### config.mk
export PLATFORM = sky130hd
export DESIGN_NAME = extend_unit_pipe
export DESIGN_NICKNAME = d
export VERILOG_FILES = /design/src/rtl/extend_unit_pipe_pkg.sv /design/src/rtl/extend_unit_pipe_core.sv /design/src/rtl/extend_unit_pipe.sv
export SDC_FILE = /design/constraint.sdc
export NUM_CORES = 1
export LEC_CHECK = 0
export ABC_AREA = 1
export BUFFER_PORTS_ARGS = -buffer_cell sky130_fd_sc_hd__buf_2
export CORE_ASPECT_RATIO = 0.5
export CORE_MARGIN = 8
export CORE_UTILIZATION = 35
export DETAILED_ROUTE_END_ITERATION = 7
export PLACE_DENSITY = 0.65
export SKIP_LAST_GASP = 1
export SYNTH_ARGS = -nofsm -noshare
export SYNTH_HDL_FRONTEND = slang
export SYNTH_HIERARCHICAL = 1
export SYNTH_SLANG_ARGS = --single-unit
export TNS_END_PERCENT = 50
### constraint.sdc
create_clock -name clk -period 2.76 [get_ports clk]
set_input_delay 0.276 -clock clk [delete_from_list [all_inputs] [get_ports clk]]
set_output_delay 0.276 -clock clk [all_outputs]
set_load 0.01 [all_outputs]
### src/rtl/extend_unit_pipe_pkg.sv
// Shared mode encoding for the extend unit and its buffered wrapper.
`timescale 1ns/1ps
package extend_unit_pipe_pkg;

   localparam int unsigned ext_mode_w = 3;

   typedef enum logic [ext_mode_w-1:0] {
      ext_sext = 3'd0,
      ext_zext = 3'd1,
      ext_lui  = 3'd2,
      ext_bro  = 3'd3,
      ext_lb   = 3'd4,
      ext_lbu  = 3'd5,
      ext_lh   = 3'd6,
      ext_lhu  = 3'd7
   } ext_mode_e;

endpackage

### src/rtl/extend_unit_pipe_core.sv
// Pure combinational extender: raw immediate / load data plus mode -> OUT_W-bit result.
`timescale 1ns/1ps
module extend_core
   import extend_unit_pipe_pkg::*;
#(
   parameter int unsigned IN_W  = 16,
   parameter int unsigned OUT_W = 32
) (
   input  logic [ext_mode_w-1:0] in_mode,
   input  logic [IN_W-1:0]       in_data,
   output logic [OUT_W-1:0]      result
);

   // Narrow inputs cannot carry a halfword, so LH/LHU fall back to byte behaviour.
   localparam int unsigned HW = (IN_W >= 16) ? 16 : 8;

   logic [OUT_W-1:0] sext, zext, bsext, bzext, hsext, hzext;

   assign sext  = OUT_W'($signed(in_data));
   assign zext  = OUT_W'(in_data);
   assign bsext = OUT_W'($signed(in_data[7:0]));
   assign bzext = OUT_W'(in_data[7:0]);
   assign hsext = OUT_W'($signed(in_data[HW-1:0]));
   assign hzext = OUT_W'(in_data[HW-1:0]);

   always_comb begin
      result = '0;
      unique case (ext_mode_e'(in_mode))
         ext_sext: result = sext;
         ext_zext: result = zext;
         ext_lui:  result = zext << (OUT_W - IN_W);
         ext_bro:  result = sext << 2;
         ext_lb:   result = bsext;
         ext_lbu:  result = bzext;
         ext_lh:   result = hsext;
         ext_lhu:  result = hzext;
         default:  result = '0;
      endcase
   end

endmodule

### src/rtl/extend_unit_pipe.sv
// Buffered extender: extends accepted requests and queues {mode, result} in a DEPTH-entry FIFO.
`timescale 1ns/1ps
module extend_unit_pipe
   import extend_unit_pipe_pkg::*;
#(
   parameter int unsigned IN_W  = 16,
   parameter int unsigned OUT_W = 32,
   parameter int unsigned DEPTH = 2
) (
   input  logic                       clk,
   input  logic                       reset,
   input  logic                       flush,
   input  logic                       in_valid,
   output logic                       in_ready,
   input  logic [ext_mode_w-1:0]      in_mode,
   input  logic [IN_W-1:0]            in_data,
   output logic                       out_valid,
   input  logic                       out_ready,
   output logic [OUT_W-1:0]           out_data,
   output logic [ext_mode_w-1:0]      out_mode,
   output logic [$clog2(DEPTH):0]     count
);

   localparam int unsigned PW = $clog2(DEPTH);
   localparam int unsigned CW = PW + 1;
   localparam int unsigned EW = ext_mode_w + OUT_W;

   if (IN_W < 8 || OUT_W < IN_W || DEPTH < 2 || (DEPTH & (DEPTH - 1)) != 0) begin : g_bad_params
      $error("extend_unit_pipe: illegal IN_W/OUT_W/DEPTH combination");
   end

   logic [OUT_W-1:0] ext_result;
   logic [EW-1:0]    mem_q [DEPTH];
   logic [PW-1:0]    wr_ptr_q, rd_ptr_q;
   logic [CW-1:0]    count_q;
   logic             push, pop;

   extend_core #(
      .IN_W  (IN_W),
      .OUT_W (OUT_W)
   ) u_core (
      .in_mode (in_mode),
      .in_data (in_data),
      .result  (ext_result)
   );

   assign in_ready  = !reset && (count_q < CW'(DEPTH));
   assign out_valid = (count_q != '0);
   assign push      = in_valid && in_ready;
   assign pop       = out_valid && out_ready;
   assign count     = count_q;

   // Popped slots are zeroed so an empty queue presents 0 rather than stale data.
   assign out_data  = mem_q[rd_ptr_q][OUT_W-1:0];
   assign out_mode  = mem_q[rd_ptr_q][EW-1:OUT_W];

   always_ff @(posedge clk) begin
      if (reset || flush) begin
         wr_ptr_q <= '0;
         rd_ptr_q <= '0;
         count_q  <= '0;
         for (int i = 0; i < DEPTH; i++) begin
            mem_q[i] <= '0;
         end
      end else begin
         // Write and read slots never coincide: push is blocked when full, pop when empty.
         if (pop) begin
            mem_q[rd_ptr_q] <= '0;
            rd_ptr_q        <= rd_ptr_q + 1'b1;
         end
         if (push) begin
            mem_q[wr_ptr_q] <= {in_mode, ext_result};
            wr_ptr_q        <= wr_ptr_q + 1'b1;
         end
         count_q <= count_q + CW'(push) - CW'(pop);
      end
   end

endmodule

After elaboration in Yosys (flattened, before gate mapping)
Memories as Yosys holds them, arrays and structs flattened. A register that Yosys moved wholly into a read port is not among the register bits.
Cells that the tools add are included.
Word-level totals
  register bits after elaboration: 4
  RAM bits: 70
  bits of input ports: 24
  output and inout port bits: 39
  logic and storage cells: 44
  memories kept: 1
Operators by class
  add/sub/neg operators: 4
  magnitude comparators: 1
  equal/unequal tests: 7
  muxes and demuxes: 17
  reduce and logical (&&, ||, !) cells: 11
Memory list
  mem_q: words 2, bits a word 35, rd ports 1, clocked after Yosys merged registers in 1, write ports 2, line extend_unit_pipe.sv:33  | logic [EW-1:0] mem_q [DEPTH];
Operators with widths (number)
  case mux 32 bit (6 select lines): 1
  two-way mux 35 bit: 2
  OR reduction 35 bit: 2
  two-way mux 1 bit: 14
  equality test 3 bit (second input constant): 4
  equality test 3 x 2 -> 1 bit (second input constant): 2
  OR reduction 2 bit: 2
  equality test 3 x 1 -> 1 bit (second input constant): 1
  logical AND 1 bit: 3
  zero test 3 bit: 1
  adder 1 bit (second input constant): 2
  adder 2 x 1 -> 2 bit: 1
  < comparator 2 bit (second input constant): 1
  nonzero test 2 bit: 1
  subtractor 2 x 1 -> 2 bit: 1
  zero test 1 bit: 1
  logical OR 1 bit: 1

Longest topological paths before layout
Gate-level depths: netlist (run 1).
  word-level depth: 8
  gate-level depth with buffers: 10
  mapped depth without buffers: 10

Hierarchy
Netlist (run 1), hierarchy kept.
By module, submodules not included
  extend_unit_pipe: instances 1, cells an instance 263, area each 3377.0 um^2, sequential area each 2202.1 um^2
  extend_core: instances 1, cells an instance 102, area each 593.1 um^2, sequential area each 0.0 um^2

Least setup slack after synthesis (run 1)
No wires, ideal clock.
  path type: flip-flop to flip-flop
  start point: register count_q[1] (netlist: count[1])
  end point: memory mem_q[1][0] (netlist name), enable pin
  library setup time: 0.588 ns
  arrival time: 1.714 ns
  required time: 2.172 ns
  setup slack: 0.457 ns
  cell stages (with the launch flop): 5
  buffers on the path: 1
  period minus slack after synthesis: 2.303 ns
  path through: dfxtp_1 nor2_4 nand4_4 buf_6 nand3_1
RTL lines
  start: declaration: line extend_unit_pipe.sv:35  | logic [CW-1:0] count_q;
  start signal: assignment: line extend_unit_pipe.sv:75  | count_q <= count_q + CW'(push) - CW'(pop);
  end: declaration: line extend_unit_pipe.sv:33

==> flow_summary.yaml, run 1 <==
run_status:
  outcome: "finished, final reports clean"
sta:
  drv_slew: 0
  hold_slack_ns: 0.153
  fin_crit_ns: 1.88
  clock.fmax_mhz: 532
  fin_skew_ns: 0.00503
  fin_crit_sh: 0.681
  rsz0062_at_grt: "no"
  finalSetupViolCount: 0
  setup_tns_ns: 0
  worst_slew_pin_slew_ns: 0.580
  slew_headroom: 0.613
  hold_viol_final: 0
  postLayoutSetupSlackWorst_ns: 0.881
finish:
  area_growth_syn_to_layout_pct: 16.0
  layout.nets: 451
  drive_gt1_frac: 0.368
  antenna_cells: 0
min_path:
  hold_class: "in -> reg"
  hold_path_startpoint: "flush"
worst_setup_path:
  crit_path_cell_trace: "buf_4, mux2_2, buf_2"
  startpoint_type: "register"
  worstPathRequired_ns: 2.48
  cp_slowest_cell: "buf_4"
  slowest_delay_ns: 0.41
  crit_path_end_kind: "output port"
  timing.rr.start: "count[1]"
  cp_data_arrival_time_ns: 1.60
  r2r_setup_slack_ns: 0.89
  cp_top_family: "buffers and inverters"
  critical_path_class: "reg -> out"
  crit_path_max_fanout: 35
  critical_path_buf_inv_count: 2
yosys:
  yosysWarnings: 6
  synth_fp_nets: 391
  synth_top_area_frac: 0.529
  yosys-top-cells-area: "edfxtp_1 53%, mux2_2 9.9%, nor2_1 5.4%, inv_1 5.2%, nand4_1 4.4%"
  synthFlopType: "edfxtp_1"
  yosysMostFrequentCell: "edfxtp_1"
  async_flop_share: 0
  yosysSeqAreaShare: 0.555
  synth_area_per_cell_um2: 10.9
  synth_top_area_cell: "edfxtp_1"
  yosys-top-cells-count: "70 x edfxtp_1, 57 x nor2_1, 55 x inv_1"
  synth_edf_count: 70
  synth_cells: 365
  synth_area_um2: 3970
  ys_ff_latch: 75
  yosysUniqueCellTypes: 24
job:
  maxCapViolations: 0
routing:
  wl_um: 8180
  dr.pass1.iters: 4
  drt-initial-drc-count: 192
  num_vias: 2659
  detail-route-antenna-nets: 0
  routed_via_density: 4.63
  drcViolationCount: 0
  wl_per_cell_um: 14.2
grt:
  antenna_found_initial: 0
  first_global_vias: 2766
  overflow: 0
  grt_pass1_wl_um: 14000
  grt_max_degree: 37
  grt_util_all_layers: 0.114
power_and_ir_drop:
  p_clk_frac: 0.382
  power.density_nw_per_um2: 579
  p_int_mw: 2.02
  seqPwrFrac: 0.497
  switching_share: 0.243
  ir_worst_vdd_mv: 0.270
  p_leak_nw: 2.07
  switching_power_mw: 0.649
  comb_power_share: 0.121
clock_network:
  cts_hold_buf: 0
  cts_root_buffer: "clkbuf_16"
  htree_levels: 3
  cts_buffers: 9
  cts_tree: "done"
  clk_latency_ns: 0.32
  cts_setup_buffers: 0
  clock_path_buffers: 2
  path_clk_slew_ns: 0.06
  cts_sinks: 75
  cts_resized: 0
die:
  start_util: 0.360
  design.core.area_um2: 11000
  dieArea_um2: 15200
  num_rows: 27
  die_w_um: 167
  die_h_um: 91.3
  num_io_pins: 63
placement:
  post-place-ws_ns: 0.890
  dp_hpwl_um: 5870
  gp_congestion: 0.794
  port_buffers: 62
==> cell type report <==
type | instances | area [um^2]
clock inverter | 6 | 33.8
tap | 145 | 181
inverter | 59 | 226
clock buffer | 9 | 225
timing repair buffer | 67 | 348
fill | 1060 | 6410
sequential | 75 | 2200
multi-input combinational | 213 | 1390
==> worst register-to-register path, stage by stage (launching register included) <==
cell     delay [ns]
dfxtp_1        0.38
nor2_4         0.24
nand3_4        0.07
buf_4          0.25
nand3_1        0.13
buf_4          0.41
==> per-layer routing <==
| layer | track usage | share of wire |
|---|---|---|
| met1 | 0.140 | 0.46 |
| met5 | 0 | 0 |
| met4 | 0.0432 | 0.011 |
| met2 | 0.193 | 0.49 |
| met3 | 0.0259 | 0.040 |
==> logic make-up after synthesis <==
group	count (synthesis)	share of synthesized area
AO/OA/AOI/OAI	8	0.0117
AND/OR/NAND/NOR	168	0.233
adder cells (fa/ha/maj)	2	0.00630
flip-flops	75	0.555
buffers and inverters	77	0.0955
multiplexers	35	0.0993
==> sequential cells by signal, indices dropped and copies added (netlist names), named ones only <==
| signal | flops |
|---|---|
| mem_q | 70 |
| count | 2 |
| wr_ptr_q | 1 |
| rd_ptr_q | 1 |
==> cell usage in the layout (no fill, tap or decap), types with 3 or more instances in the layout <==
| cell type | count |
|---|---|
| buf_2 | 62 |
| buf_4 | 5 |
| clkbuf_16 | 9 |
| dfxtp_1 | 5 |
| edfxtp_1 | 70 |
| inv_1 | 55 |
| mux2_2 | 35 |
| nand2_1 | 29 |
| nand2_4 | 3 |
| nand3_1 | 14 |
| nand3_4 | 3 |
| nand4_1 | 28 |
| nor2_1 | 57 |
| nor2_2 | 26 |
| nor2_4 | 4 |
| o22ai_1 | 5 |
==> worst paths after layout <==
check / endpoint / depth (start not counted)
worst min register to register: register / 2
worst min-delay path: count[0] / 2
worst max register to register: mem_q[0][14] / 5
worst max-delay path: out_data[13] / 3
==> power by group through the flow <==
stage | sequential, mW | combinational (mW) | clock [mW]
3_5_place_dp | 1.35 | 0.329 | 0
3_3_place_gp | 1.35 | 0.327 | 0
6_report | 1.33 | 0.324 | 1.02
5_1_grt | 1.33 | 0.364 | 1.09
2_1_floorplan | 1.34 | 0.219 | 0
4_1_cts | 1.33 | 0.332 | 1.05
==> through the flow <==
stage               cell area (um^2)  std cells   util  total power, mW
detailed placement              4350        559  0.395             1.68
global placement                4350        559  0.395             1.67
global route                    4610        574  0.418             2.79
CTS                             4610        574  0.418             2.70
finish                          4610        574  0.418             2.67
floorplan                       3970        365      -             1.56
(Power assumes the default switching activity.)
==> run 2, diff against run 1 <==
Settings changed: ABC_AREA 1 to 0.
Clock period 2.76 ns to 2 ns, I/O delays scaled along.
==> flow_summary.yaml, run 2 <==
worst_setup_path:
  cp_data_arrival_time_ns: 1.47
  worst-r2r-cell-count: 7
  reg2reg_to: "count[1]"
  slowest_delay_ns: 0.39
  critical_path_buf_inv_count: 2
  worstPathRequired_ns: 1.80
  cp.depth: 3
  crit_path_max_fanout: 18
  startpoint_type: "register"
  critical_path_class: "reg -> out"
  timing.rr.start: "count[1]"
  cp_top_family: "buffers and inverters"
  crit_path_cell_trace: "buf_4, mux2_2, buf_2"
  endpoint: "out_data[11]"
  crit_path_end_kind: "output port"
  r2r_setup_slack_ns: 0.41
  cp_slowest_cell: "mux2_2"
finish:
  drive_gt1_frac: 0.365
  postLayoutCoreUtil: 0.419
  final_common_cell: "and2_1"
  final_cell_mix: "74 x and2_1, 70 x edfxtp_1, 62 x buf_2"
  largest_reg_flops: 70
  fin_area_um2: 4580
  nFillCells: 1042
  top_register: "mem_q"
  antenna_cells: 0
  multi_input_area_um2: 1520
  area_growth_syn_to_layout_pct: 17.0
  regArea_um2: 2210
  layout.nets: 391
clock_network:
  cts_resized: 0
  path_clk_slew_ns: 0.06
  clock_path_buffers: 2
  cts_buffers: 9
  clk_latency_ns: 0.34
  cts_hold_buf: 0
  htree_levels: 3
  cts_tree: "done"
  cts_root_buffer: "clkbuf_16"
  cts_sinks: 75
  cts_setup_buffers: 0
yosys:
  yosysMostFrequentCell: "and2_1"
  synth_area_um2: 3920
  yosysSeqAreaShare: 0.562
  synth_cells: 303
  synth_top_area_cell: "edfxtp_1"
  yosysWarnings: 6
  synth_top_family_by_area: "simple AND/OR/NAND/NOR gates"
  yosys.area_share.simple: 0.170
  synth_edf_count: 70
  yosys-top-cells-area: "edfxtp_1 54%, and2_1 12%, mux2_2 10%, buf_6 3.2%, dfxtp_1 2.6%"
  synth_fp_nets: 329
  synthAdderAreaFrac: 0.00895
  synth_top_area_frac: 0.537
  synth_area_per_cell_um2: 12.9
  synthFlopType: "edfxtp_1"
  ys_ff_latch: 75
  synth-xor-area-share: 0.0131
  synthMuxAreaShare: 0.106
  yosysUniqueCellTypes: 38
  async_flop_share: 0
  synth_compound_area_frac: 0.0898
  yosys-top-cells-count: "74 x and2_1, 70 x edfxtp_1, 35 x mux2_2"
sta:
  postLayoutSetupSlackWorst_ns: 0.326
  clock.fmax_mhz: 597
  fin_crit_ns: 1.67
  fin_skew_ns: 0.00588
  drv_slew: 0
  worst_slew_pin_slew_ns: 0.525
  slew_headroom: 0.649
  setup_tns_ns: 0
  fin_crit_sh: 0.837
  finalSetupViolCount: 0
  rsz0062_at_grt: "no"
  hold_viol_final: 0
routing:
  routedLengthMet1_um: 3570
  drt-initial-drc-count: 135
  drcViolationCount: 0
  routed_via_density: 4.79
  wl_met2_um: 4300
  highest-signal-layer: "met4"
  num_vias: 2469
  wl_um: 8440
  detail-route-antenna-nets: 0
  wl_met3_um: 451
  dr.pass1.iters: 5
  wl_per_cell_um: 16.4
grt:
  antenna_found_initial: 0
  first_global_vias: 2511
  grt_pass1_wl_um: 13500
  overflow: 0
  grt_max_degree: 36
  grt_util_all_layers: 0.117
placement:
  port_buffers: 62
  dp_hpwl_um: 5800
  gp_congestion: 0.804
  post-place-ws_ns: 0.330
  dpl_cell_area_um2: 4310
job:
  maxCapViolations: 0
power_and_ir_drop:
  switching_share: 0.238
  ir_worst_vdd_mv: 0.391
  switching_power_mw: 0.884
  p_int_mw: 2.82
  finalPower_mw: 3.71
  seqPwrFrac: 0.492
  p_clk_frac: 0.393
  comb_power_share: 0.115
  p_leak_nw: 2.01
  power.density_nw_per_um2: 809
die:
  design.core.area_um2: 10900
  die_w_um: 166
  die_h_um: 90.8
  start_util: 0.358
  dieArea_um2: 15000
  num_io_pins: 63
  num_rows: 27
min_path:
  hold_class: "in -> reg"
run_status:
  outcome: "finished, final reports clean"
[run 2: changes by cell type in the layout (fill, tap and decap cells not counted), moves of 5 or more]
cell / delta
nor2_2: -24
nand4_1: -28
a21o_1: +10
inv_1: -51
a21oi_1: +6
and2_1: +74
nor2_1: -56
nand3_1: -14
a21boi_0: +7
a221oi_1: +7
nand2_1: -13
o21ai_0: +6
a21o_2: +5
buf_4: +5
[run 2: how the worst min path moves through the flow]
stage                     startpoint        to  slack (ns)  cells past startpoint
after global routing           flush  rd_ptr_q        0.09                      2
after detailed placement       flush  register        0.43                      2
after global placement         flush  rd_ptr_q        0.43                      2
after CTS                      flush  rd_ptr_q        0.07                      2
after floorplan                flush  wr_ptr_q        0.28                      1
final                          flush  rd_ptr_q        0.09                      2
[run 2: power groups by stage]
| stage | logic [mW] | registers (mW) | clock network (mW) |
|---|---|---|---|
| detailed placement | 0.434 | 1.86 | 0 |
| floorplan | 0.279 | 1.85 | 0 |
| CTS | 0.437 | 1.83 | 1.49 |
| finish | 0.428 | 1.82 | 1.46 |
| global route | 0.472 | 1.83 | 1.56 |
| global placement | 0.432 | 1.85 | 0 |
[run 2: stage by stage]
stage          cells  hold slack [ns]
2_1_floorplan    303            0.277
3_3_place_gp     499            0.429
3_5_place_dp     499            0.432
4_1_cts          515           0.0721
5_1_grt          515           0.0882
6_report         515           0.0855
[run 2: cells by family (layout without fill, tap and decap cells)]
kind of cell,count (synthesis),after routing
xor gates and xnor gates,5,5
AOI/OAI and AO/OA,48,48
DFF,75,75
adders and majority gates,3,3
and+or+nand+nor,110,110
buffers and inverters,25,92
muxes,37,37
[run 2: cell type report]
type	instances	area share
Inverter	4	0.00328
Timing Repair Buffer	72	0.0841
Multi-Input combinational cell	203	0.333
Sequential cell	75	0.481
Clock inverter	6	0.00901
Clock buffer	10	0.0500
Tap cell	145	0.0396
[run 2: per-layer routing]
layer,track usage,vias to the layer above
li1,-,1207
met1,0.137,1194
met2,0.196,60
met3,0.0378,8
met4,0.0443,0
met5,0,-
==> run 3, diff against run 2 <==
Clock period 2 ns to 1.6 ns, I/O delays scaled along.
==> flow_summary.yaml, run 3 (same netlist as run 2, synthesis figures left out) <==
run_status:
  outcome: "finished, final reports clean"
finish:
  antenna_cells: 0
  top_register: "mem_q"
  final_cells: 525
  final_cell_mix: "74 x and2_1, 70 x edfxtp_1, 62 x buf_2"
  area_growth_syn_to_layout_pct: 22.1
  final_common_cell: "and2_1"
  drive_gt1_frac: 0.392
  largest_reg_flops: 70
  layout.nets: 402
worst_setup_path:
  crit_path_max_fanout: 9
  crit_path_end_kind: "output port"
  critical_path_class: "reg -> out"
  startpoint_type: "register"
  cp_data_arrival_time_ns: 1.42
  worstPathRequired_ns: 1.44
die:
  start_util: 0.358
  num_io_pins: 63
  num_rows: 27
  die_h_um: 90.8
  die_w_um: 166
  design.core.area_um2: 10900
  dieArea_um2: 15000
placement:
  dp_hpwl_um: 5590
  port_buffers: 62
  place_inst: 508
  gp_congestion: 0.739
sta:
  rsz0062_at_grt: "yes"
  slew_headroom: 0.693
  fin_crit_sh: 0.990
  hold_viol_final: 0
  clock.fmax_mhz: 631
  finalSetupViolCount: 0
  worst_slew_pin_slew_ns: 0.459
  fin_crit_ns: 1.58
  fin_skew_ns: 0.00601
  setup_tns_ns: 0
  drv_slew: 0
clock_network:
  path_clk_slew_ns: 0.06
  clock_path_buffers: 2
  cts_sinks: 75
  htree_levels: 3
  cts_buffers: 9
  cts_setup_buffers: 0
  cts_root_buffer: "clkbuf_16"
  clk_latency_ns: 0.33
  cts_tree: "done"
grt:
  grt_pass1_wl_um: 13800
  grt_max_degree: 36
  overflow: 0
  grt_util_all_layers: 0.117
  antenna_found_initial: 0
  first_global_vias: 2572
routing:
  wl_um: 8560
  detail-route-antenna-nets: 0
  wl_per_cell_um: 16.3
  drcViolationCount: 0
  num_vias: 2511
  drt-initial-drc-count: 166
  routed_via_density: 4.78
  dr.pass1.iters: 4
power_and_ir_drop:
  p_leak_nw: 2.12
  power.density_nw_per_um2: 1010
  ir_worst_vdd_mv: 0.475
job:
  maxCapViolations: 0
min_path:
  hold_class: "in -> reg"
==> run 3: changes by cell type in the layout (fill, tap and decap cells not counted), sizes merged <==
cell,change
buf,+10
bufinv,+1
clkinv,+1
clkinvlp,-2
==> run 3: path summary, 6_finish.rpt <==
check / startpoint / to / slack, ns / depth (start not counted)
max: register / out_data[29] / 0.02 / 3
min: flush / register / 0.04 / 2
max reg2reg: count[1] / count[1] / 0.06 / 7
min reg2reg: wr_ptr_q / wr_ptr_q / 0.56 / 2
==> run 3: report_power, final <==
| part | internal, mW | switching [mW] |
|---|---|---|
| Combinational | 0.260 | 0.312 |
| Sequential | 2.25 | 0.0271 |
| Clock | 1.20 | 0.770 |
| Total | 3.71 | 1.11 |
==> run 3: stage by stage <==
step	power [mW]	worst slack [ns]	hold slack [ns]	util	instance area [um^2]
6_report	4.82	0.0157	0.0390	0.437	4780
5_1_grt	4.98	-0.0298	0.0496	0.437	4780
4_1_cts	4.85	-0.00639	0.0323	0.434	4750
3_5_place_dp	2.89	0.0552	0.392	0.405	4430
3_3_place_gp	2.88	0.0733	0.387	0.405	4430
2_1_floorplan	2.67	-0.709	0.237	-	3920
==> run 3: worst max-delay path: stages, from the launching register on <==
cell	delay (ns)
dfxtp_4	0.42
clkbuf_16	0.19
mux2_2	0.34
buf_2	0.14
==> run 3: metal layers <==
layer  up-vias  GRT usage  part of all wire
met3        11     0.0278             0.040
met2        45      0.197              0.50
met5         -          0                 0
li1       1228          -                 -
met4         0     0.0421             0.013
met1      1227      0.141              0.45
==> run 3: what timing repair did <==
item	4_1_cts	5_1_grt
hold buffers	0	0
pin swaps	0	0
cloned	1	1
gates resized for setup	3	1
endpoints found under the setup margin	32	16
==> run 3: final cells by class <==
| cell class | count | area, um^2 |
|---|---|---|
| fill | 1039 | 6170 |
| tap | 145 | 181 |
| multi-input combinational | 203 | 1530 |
| clock buffer | 9 | 225 |
| sequential | 75 | 2210 |
| timing repair buffer | 83 | 556 |
| inverter | 4 | 15.0 |
| clock inverter | 6 | 66.3 |
